[src/rtl/systolic_ctrl.sv]
`timescale 1ns/1ps
// systolic_ctrl: sequencer for an N x N weight-stationary systolic array.
// Loads one weight row per beat, clears the array pipeline, streams skewed
// activations into the left edge and deskews bottom-row column sums into
// one aligned result vector per accepted activation vector.
module systolic_ctrl #(
  parameter int DATA_SIZE  = 8,
  parameter int ARRAY_SIZE = 2,
  parameter int CNT_W      = 8
) (
  input  logic                                clk,
  input  logic                                reset,
  input  logic                                start,
  input  logic [CNT_W-1:0]                    num_vecs,
  output logic                                busy,
  output logic                                done,
  input  logic                                w_valid,
  output logic                                w_ready,
  input  logic [ARRAY_SIZE*DATA_SIZE-1:0]     w_data,
  input  logic                                a_valid,
  output logic                                a_ready,
  input  logic [ARRAY_SIZE*DATA_SIZE-1:0]     a_data,
  output logic                                res_valid,
  output logic [ARRAY_SIZE*2*DATA_SIZE-1:0]   res_data,
  output logic [ARRAY_SIZE*DATA_SIZE-1:0]     arr_w,
  output logic [ARRAY_SIZE-1:0]               arr_wload,
  output logic [ARRAY_SIZE*DATA_SIZE-1:0]     arr_a,
  output logic                                arr_clr,
  input  logic [ARRAY_SIZE*2*DATA_SIZE-1:0]   arr_res
);

  localparam int N     = ARRAY_SIZE;
  localparam int D     = DATA_SIZE;
  localparam int RES_W = 2 * DATA_SIZE;
  localparam int ROW_W = (N > 1) ? $clog2(N) : 1;
  localparam int VLD_D = 2 * N;

  localparam logic [ROW_W-1:0] LAST_ROW = ROW_W'(N - 1);
  localparam logic [N-1:0]     ROW0_HOT = {{(N-1){1'b0}}, 1'b1};

  typedef enum logic [2:0] {
    S_IDLE   = 3'd0,
    S_LOAD   = 3'd1,
    S_CLEAR  = 3'd2,
    S_STREAM = 3'd3,
    S_DRAIN  = 3'd4,
    S_DONE   = 3'd5
  } state_e;

  state_e             state_q;
  logic [CNT_W-1:0]   num_q;
  logic [CNT_W-1:0]   cnt_q;
  logic [ROW_W-1:0]   row_q;
  logic               busy_q;
  logic               done_q;
  logic               w_ready_q;
  logic               a_ready_q;
  logic               clr_q;
  logic [VLD_D-1:0]   vld_q;
  logic               res_valid_q;
  logic [N*RES_W-1:0] res_data_q;

  logic               w_fire;
  logic               a_fire;
  logic [N-1:0]       wload_d;
  logic [N*D-1:0]     w_d;
  logic [N*RES_W-1:0] dsk_d;

  assign w_fire = w_valid & w_ready_q;
  assign a_fire = a_valid & a_ready_q;

  // Weight-load strobe and row data are presented in the same cycle as the accepted beat.
  always_comb begin
    wload_d = '0;
    w_d     = '0;
    if (w_fire && !reset) begin
      wload_d = ROW0_HOT << row_q;
      w_d     = w_data;
    end else begin
      wload_d = '0;
      w_d     = '0;
    end
  end

  // Job sequencing FSM; status and handshake outputs are registered with the state.
  always_ff @(posedge clk) begin
    if (reset) begin
      state_q   <= S_IDLE;
      num_q     <= '0;
      cnt_q     <= '0;
      row_q     <= '0;
      busy_q    <= 1'b0;
      done_q    <= 1'b0;
      w_ready_q <= 1'b0;
      a_ready_q <= 1'b0;
      clr_q     <= 1'b0;
    end else begin
      case (state_q)
        S_IDLE: begin
          if (start) begin
            state_q   <= S_LOAD;
            num_q     <= num_vecs;
            cnt_q     <= '0;
            row_q     <= '0;
            busy_q    <= 1'b1;
            w_ready_q <= 1'b1;
          end
        end
        S_LOAD: begin
          if (w_fire) begin
            if (row_q == LAST_ROW) begin
              state_q   <= S_CLEAR;
              w_ready_q <= 1'b0;
              clr_q     <= 1'b1;
            end else begin
              row_q <= row_q + ROW_W'(1);
            end
          end
        end
        S_CLEAR: begin
          clr_q <= 1'b0;
          if (num_q == '0) begin
            state_q <= S_DONE;
            done_q  <= 1'b1;
          end else begin
            state_q   <= S_STREAM;
            a_ready_q <= 1'b1;
          end
        end
        S_STREAM: begin
          if (a_fire) begin
            cnt_q <= cnt_q + CNT_W'(1);
            if ((cnt_q + CNT_W'(1)) == num_q) begin
              state_q   <= S_DRAIN;
              a_ready_q <= 1'b0;
            end
          end
        end
        S_DRAIN: begin
          // Leave only once every in-flight vector has reached the output.
          if (vld_q == '0) begin
            state_q <= S_DONE;
            done_q  <= 1'b1;
          end
        end
        S_DONE: begin
          state_q <= S_IDLE;
          done_q  <= 1'b0;
          busy_q  <= 1'b0;
        end
        default: begin
          state_q   <= S_IDLE;
          busy_q    <= 1'b0;
          done_q    <= 1'b0;
          w_ready_q <= 1'b0;
          a_ready_q <= 1'b0;
          clr_q     <= 1'b0;
        end
      endcase
    end
  end

  // Valid pipe: one bit per accepted vector, depth matching skew + array + deskew.
  always_ff @(posedge clk) begin
    if (reset) begin
      vld_q <= '0;
    end else begin
      vld_q <= {vld_q[VLD_D-2:0], a_fire};
    end
  end

  // Activation skew: row r is delayed r extra cycles; bubbles push zeros.
  for (genvar r = 0; r < N; r++) begin : g_skew
    logic [D-1:0] chain_q [r+1];

    // Per-row skew shift register feeding the array's left edge.
    always_ff @(posedge clk) begin
      if (reset) begin
        for (int s = 0; s <= r; s++) chain_q[s] <= '0;
      end else begin
        chain_q[0] <= a_fire ? a_data[r*D +: D] : {D{1'b0}};
        for (int s = 1; s <= r; s++) chain_q[s] <= chain_q[s-1];
      end
    end

    assign arr_a[r*D +: D] = chain_q[r];
  end

  // Deskew: column c arrives c cycles after column 0, so it is delayed N-1-c cycles.
  for (genvar c = 0; c < N; c++) begin : g_dsk
    if (c == N - 1) begin : g_direct
      assign dsk_d[c*RES_W +: RES_W] = arr_res[c*RES_W +: RES_W];
    end else begin : g_chain
      logic [RES_W-1:0] chain_q [N-1-c];

      // Per-column deskew shift register.
      always_ff @(posedge clk) begin
        if (reset) begin
          for (int s = 0; s < N - 1 - c; s++) chain_q[s] <= '0;
        end else begin
          chain_q[0] <= arr_res[c*RES_W +: RES_W];
          for (int s = 1; s < N - 1 - c; s++) chain_q[s] <= chain_q[s-1];
        end
      end

      assign dsk_d[c*RES_W +: RES_W] = chain_q[N-2-c];
    end
  end

  // Result output register; data is forced to zero when no vector is present.
  always_ff @(posedge clk) begin
    if (reset) begin
      res_valid_q <= 1'b0;
      res_data_q  <= '0;
    end else begin
      res_valid_q <= vld_q[VLD_D-1];
      res_data_q  <= vld_q[VLD_D-1] ? dsk_d : {(N*RES_W){1'b0}};
    end
  end

  assign busy      = busy_q;
  assign done      = done_q;
  assign w_ready   = w_ready_q;
  assign a_ready   = a_ready_q;
  assign res_valid = res_valid_q;
  assign res_data  = res_data_q;
  assign arr_w     = w_d;
  assign arr_wload = wload_d;
  assign arr_clr   = clr_q | reset;

endmodule

[config.mk]
export PLATFORM = sky130hd
export DESIGN_NAME = systolic_ctrl
export DESIGN_NICKNAME = d
export VERILOG_FILES = /design/src/rtl/systolic_ctrl.sv
export SDC_FILE = /design/constraint.sdc
export NUM_CORES = 1
export LEC_CHECK = 0
export CORE_MARGIN = 2
export CORE_UTILIZATION = 38
export DETAILED_ROUTE_END_ITERATION = 8
export PLACE_DENSITY = 0.78
export SLEW_MARGIN = 20
export SYNTH_ARGS = -nofsm -noshare
export SYNTH_HDL_FRONTEND = slang
export SYNTH_SLANG_ARGS = --single-unit
[constraint.sdc]
create_clock -name clk -period 2.7 [get_ports clk]
set_clock_uncertainty 0.15 [all_clocks]
set_input_delay 0.405 -clock clk [delete_from_list [all_inputs] [get_ports clk]]
set_output_delay 0.405 -clock clk [all_outputs]
set_load 0.005 [all_outputs]
After elaboration in Yosys (flattened, before gate mapping) --
Memory sizes are Yosys's and may differ from the RTL's. A register that Yosys moved wholly into a read port is not among the register bits. Index checks and enable logic that the tools add are counted.
Word-level totals: flip-flop bits (word level) 62, bits in writable memories 40, bits of input ports 77, memories kept 3, output and inout port bits 72
Operators by class: equality and inequality tests 14, reductions and logical operators 24, shift operators 1, $add $sub $neg 2, bitwise operators 11, muxes and demuxes 43
Memory list:
- g_dsk[0].g_chain.chain_q | depth 1, width 16, rd ports 1, clocked after Yosys merged registers in 1, wr ports 1, RTL line 194 | logic [RES_W-1:0] chain_q [N-1-c];
- g_skew[1].chain_q | depth 2, width 8, rd ports 2, clocked after Yosys merged registers in 0, wr ports 2, RTL line 174 | logic [D-1:0] chain_q [r+1];
- g_skew[0].chain_q | depth 1, width 8, rd ports 1, clocked after Yosys merged registers in 0, wr ports 1, RTL line 174
Operator list (count):
- 8-bit two-way mux | 7
- 16-bit two-way mux | 2
- 3-bit two-way mux | 7
- 1-bit two-way mux | 18
- 2-bit inequality test, second input constant | 8
- 8-bit one-hot mux with 2 select lines | 1
- 16-bit OR reduction | 1
- 4-bit OR reduction | 4
- 3-bit one-hot mux with 5 select lines | 1
- 3-bit AND reduction | 4
- 1-bit one-hot mux with 3 select lines | 3
- 8-bit by 1-bit adder with 8-bit output, second input constant | 1
- 8-bit equality test | 1
- 8-bit logical NOT | 1
- 4-bit AND reduction | 2
- 8-bit OR reduction | 1
- 3-bit by 2-bit equality test with 1-bit output, second input constant | 2
- 3-bit equality test, second input constant | 2
- 1-bit NOT | 6
- 1-bit one-hot mux with 2 select lines | 3
- 6-bit AND reduction | 1
- 4-bit logical NOT | 1
- 2-bit AND reduction | 2
- 2-bit nonzero test | 2
- other kinds (11) | 14

Depth between registers and ports, before layout --
word-level depth 5, depth in mapped cells 8, mapped depth without buffers 7

Worst setup path after synthesis --
OpenSTA, ideal clock, no wires.
kind register to register, start reg cnt_q[1], end reg a_ready_q (netlist: a_ready), stages on the path, launching flop included 9, setup slack 0.028 ns, required time 2.434 ns, buffers on the path 1, clock period less this slack 2.672 ns, arrival time 2.406 ns, path through dfxtp_1 ha_1 buf_2 nand3_1 xnor2_1 or4_1 a221o_1 or4_4 o211a_1
Between the ends: longest elaborated chain between the ends 4
Ends and longest elaborated chain:
- from (decl) | RTL line 52 | logic [CNT_W-1:0] cnt_q;
- from (signal assigned) | RTL line 132 | cnt_q <= cnt_q + CNT_W'(1);
- 8-bit by 1-bit adder with 8-bit output | RTL line 133 | if ((cnt_q + CNT_W'(1)) == num_q) begin
- 8-bit equality test | RTL line 133
- 2-bit inequality test (no source line)
- 4-bit AND reduction (no source line)
- to (signal assigned) | RTL line 127 | a_ready_q <= 1'b1;
- to (signal assigned) | RTL line 135 | a_ready_q <= 1'b0;
- to (signal assigned) | RTL line 156 | a_ready_q <= 1'b0;
- to (decl) | RTL line 57 | logic a_ready_q;
Every way passes these cells. A chain may end at the register's enable or synchronous reset.

Worst setup path in the final report --
start reg cnt_q[0], end reg a_ready_q (netlist: a_ready)
Same word-level chain as after synthesis.

==> flow_summary.json <==
{
  "status": "complete, no violations",
  "ys_seq_area_share_pct": 56.9,
  "synth_top_area_share_pct": 56.9,
  "initial_core_util_pct": 39.0,
  "ys.warnings.count": 0,
  "r2r_start": "cnt_q[0]",
  "gr-total-overflow": 0,
  "r2r_end": "a_ready",
  "cts.htree.levels": 3,
  "post_cts_buffers": 0,
  "setup_ws_ns": 0.123,
  "layout-drive-gt1-share_pct": 6.00,
  "final-setup-viol-count": 0,
  "synth_edf_count": 0,
  "grt_first_pass_wirelength_um": 13100,
  "tritoncts": "done",
  "tightest_slew_ns": 0.552,
  "syn_inst": 370,
  "rsz0062_at_grt": "false",
  "io_buffers": 148,
  "syn_nets": 448,
  "drt-pass1-iter-count": 4,
  "n_fill_cell": 811,
  "leakage_nw": 2.06,
  "area_growth_pct": 48.6,
  "gp_congestion": 0.878,
  "clock_sinks": 102,
  "cts_buffers": 9,
  "synth_top_area_cell": "dfxtp_1",
  "drc": 0,
  "post_cts_resized": 0,
  "nNetsFinal": 591,
  "hpwl_um": 6060,
  "grt_max_degree": 53,
  "postPlaceCellArea_um2": 5150,
  "cp_max_fo": 3,
  "root_buffer": "clkbuf_8",
  "cts_hold_buffers": 0,
  "detail-route-antenna-nets": 0,
  "fin_crit_sh_pct": 95.5,
  "drt-total-wl_um": 8080,
  "place_worst_setup_slack_ns": 0.00778,
  "p_per_area_nw_per_um2": 492,
  "finalHoldViolCount": 0,
  "async_flop_share_pct": 0,
  "regArea_um2": 2040,
  "worstPathArrival_ns": 2.68,
  "drv_slew": 0,
  "post-route-cell-area_um2": 5330,
  "die_x_um": 101,
  "r2r_setup_slack_ns": 0.12,
  "end_kind": "flop",
  "min_to": "clr_q",
  "fmax_mhz": 388,
  "routedWlPerCell_um": 12.9,
  "ir_worst_vdd_mv": 0.323,
  "synth.avg_cell_area_um2": 9.70,
  "synth_cell_types": 42,
  "max-clock-path-buffers": 2,
  "reg2reg_depth": 7,
  "path_class": "flop to flop",
  "antenna-diode-count": 0,
  "io_pins": 149,
  "path_clk_slew_ns": 0.10,
  "cap_violations": 0,
  "antenna_found_initial": 0,
  "netlist_area_um2": 3590,
  "vias_per_cell": 4.65,
  "fin_setup_tns_ns": 0,
  "hp-class": "primary input to flop",
  "min_path_cells": 2,
  "row_count": 35,
  "dieArea_um2": 10200,
  "routed-via-count": 2921,
  "drt-initial-drc-count": 81,
  "worstPathRequired_ns": 2.80,
  "fin_crit_ns": 2.58,
  "track_usage_pct": 16.2,
  "multi_input_area_um2": 1400,
  "synth_flop_cell": "dfxtp_1",
  "grt_pass1_vias": 2822,
  "synth_seq_cells": 102,
  "hp-start": "reset",
  "synth.area.top_cells": "dfxtp_1 57%, and2_1 11%, nor2b_1 4.9%",
  "fp.coreArea_um2": 9200,
  "insertion_delay_ns": 0.35,
  "die_y_um": 101,
  "slew_headroom_pct": 63.0,
  "crit_path_start_kind": "flop"
}
per-stage QoR:
stage,util (%),power [W],instances,hold WS (ns)
2_1_floorplan,-,0.00164,370,0.256
6_report,58.0,0.00262,628,0.126
3_3_place_gp,56.0,0.00178,613,0.259
3_5_place_dp,56.0,0.00179,613,0.264
5_1_grt,58.0,0.00276,628,0.104
4_1_cts,58.0,0.00267,628,0.108
power breakdown:
part | internal [W] | leakage, nW | switching (W)
Combinational | 0.000141 | 1.15 | 0.0000662
Sequential | 0.00153 | 0.828 | 0.0000148
Clock | 0.000346 | 0.0893 | 0.000528
Total | 0.00201 | 2.06 | 0.000609
worst max-delay path by stage:
stage | startpoint | end | slack [ns] | depth (start not counted)
6_report | cnt_q[0] | a_ready | 0.12 | 7
3_5_place_dp | a_valid | a_ready | 0.008 | 6
2_1_floorplan | cnt_q[1] | a_ready | 0.03 | 8
3_3_place_gp | a_valid | a_ready | 0.01 | 6
5_1_grt | cnt_q[0] | a_ready | 0.03 | 7
4_1_cts | cnt_q[0] | a_ready | 0.11 | 7
cell families (layout without fill, tap and decap cells):
kind of cell | after synthesis | after routing | synth area share, %
fa+ha+maj | 1 | 1 | 0.349
buf+inv | 31 | 178 | 4.15
xor+xnor | 12 | 12 | 2.93
simple gates | 181 | 181 | 28.3
flops | 102 | 102 | 56.9
compound gates | 42 | 42 | 7.08
mux | 1 | 1 | 0.279
critical path, cell delays in order (launching register included):
cell and delay, ns:
dfxtp_1 0.35, ha_1 0.19, nand3_1 0.15, xnor2_1 0.16
or4_1 0.52, a221o_1 0.30, or4_4 0.53, o211a_1 0.14
flip-flops by register name, summed over array words and instances (netlist names):
register / count
a_ready: 1
busy: 1
clr_q: 1
cnt_q: 8
done: 1
g_dsk.g_chain.chain_q: 16
g_skew.chain_q: 24
num_q: 8
res_data: 32
res_valid: 1
row_q: 1
state_q: 3
vld_q: 4
w_ready: 1
cell usage in the layout (no fill, tap or decap), types with 2 or more instances in the layout:
cell type        count
nand3_1             10
xnor2_1              9
nor3_1               5
buf_4               11
nand2b_1             2
or4_1                4
nor4_1               2
clkdlybuf4s50_1    147
and2_1              65
nand2_1             29
a31oi_1              3
inv_1                4
a22oi_1              3
a21oi_1             18
nor2b_1             28
o21ai_0              3
or3_1                2
o211ai_1             2
o21ai_1              5
xor2_1               3
nor2_1              24
clkbuf_8             9
inv_6                3
dfxtp_1            102
a21o_1               2
area by class of cell:
type | count | share of cell area (%)
clock buffer | 9 | 2.32
clock inverter | 6 | 1.03
inverter | 4 | 0.282
multi-input combinational | 237 | 26.2
sequential | 102 | 38.3
tap | 111 | 2.61
timing repair buffer | 159 | 29.2
routing by layer:
metal,GRT usage (%),part of all wire (%),vias up
li1,-,-,1480
met1,19.1,42,1299
met2,28.4,48,135
met3,5.38,8.9,7
met4,4.05,1.1,0
met5,0,0,-
synth_stat cells (all sizes together), types with 2 or more instances:
| master | count |
|---|---|
| a21o | 2 |
| a21oi | 19 |
| a22oi | 3 |
| a31oi | 3 |
| and2 | 65 |
| buf | 10 |
| clkbuf | 17 |
| dfxtp | 102 |
| inv | 4 |
| nand2 | 30 |
| nand2b | 2 |
| nand3 | 10 |
| nor2 | 24 |
| nor2b | 28 |
| nor3 | 5 |
| nor4 | 2 |
| o211ai | 2 |
| o21ai | 8 |
| or3 | 2 |
| or4 | 5 |
| xnor2 | 9 |
| xor2 | 3 |
(Power assumes the default switching activity.)
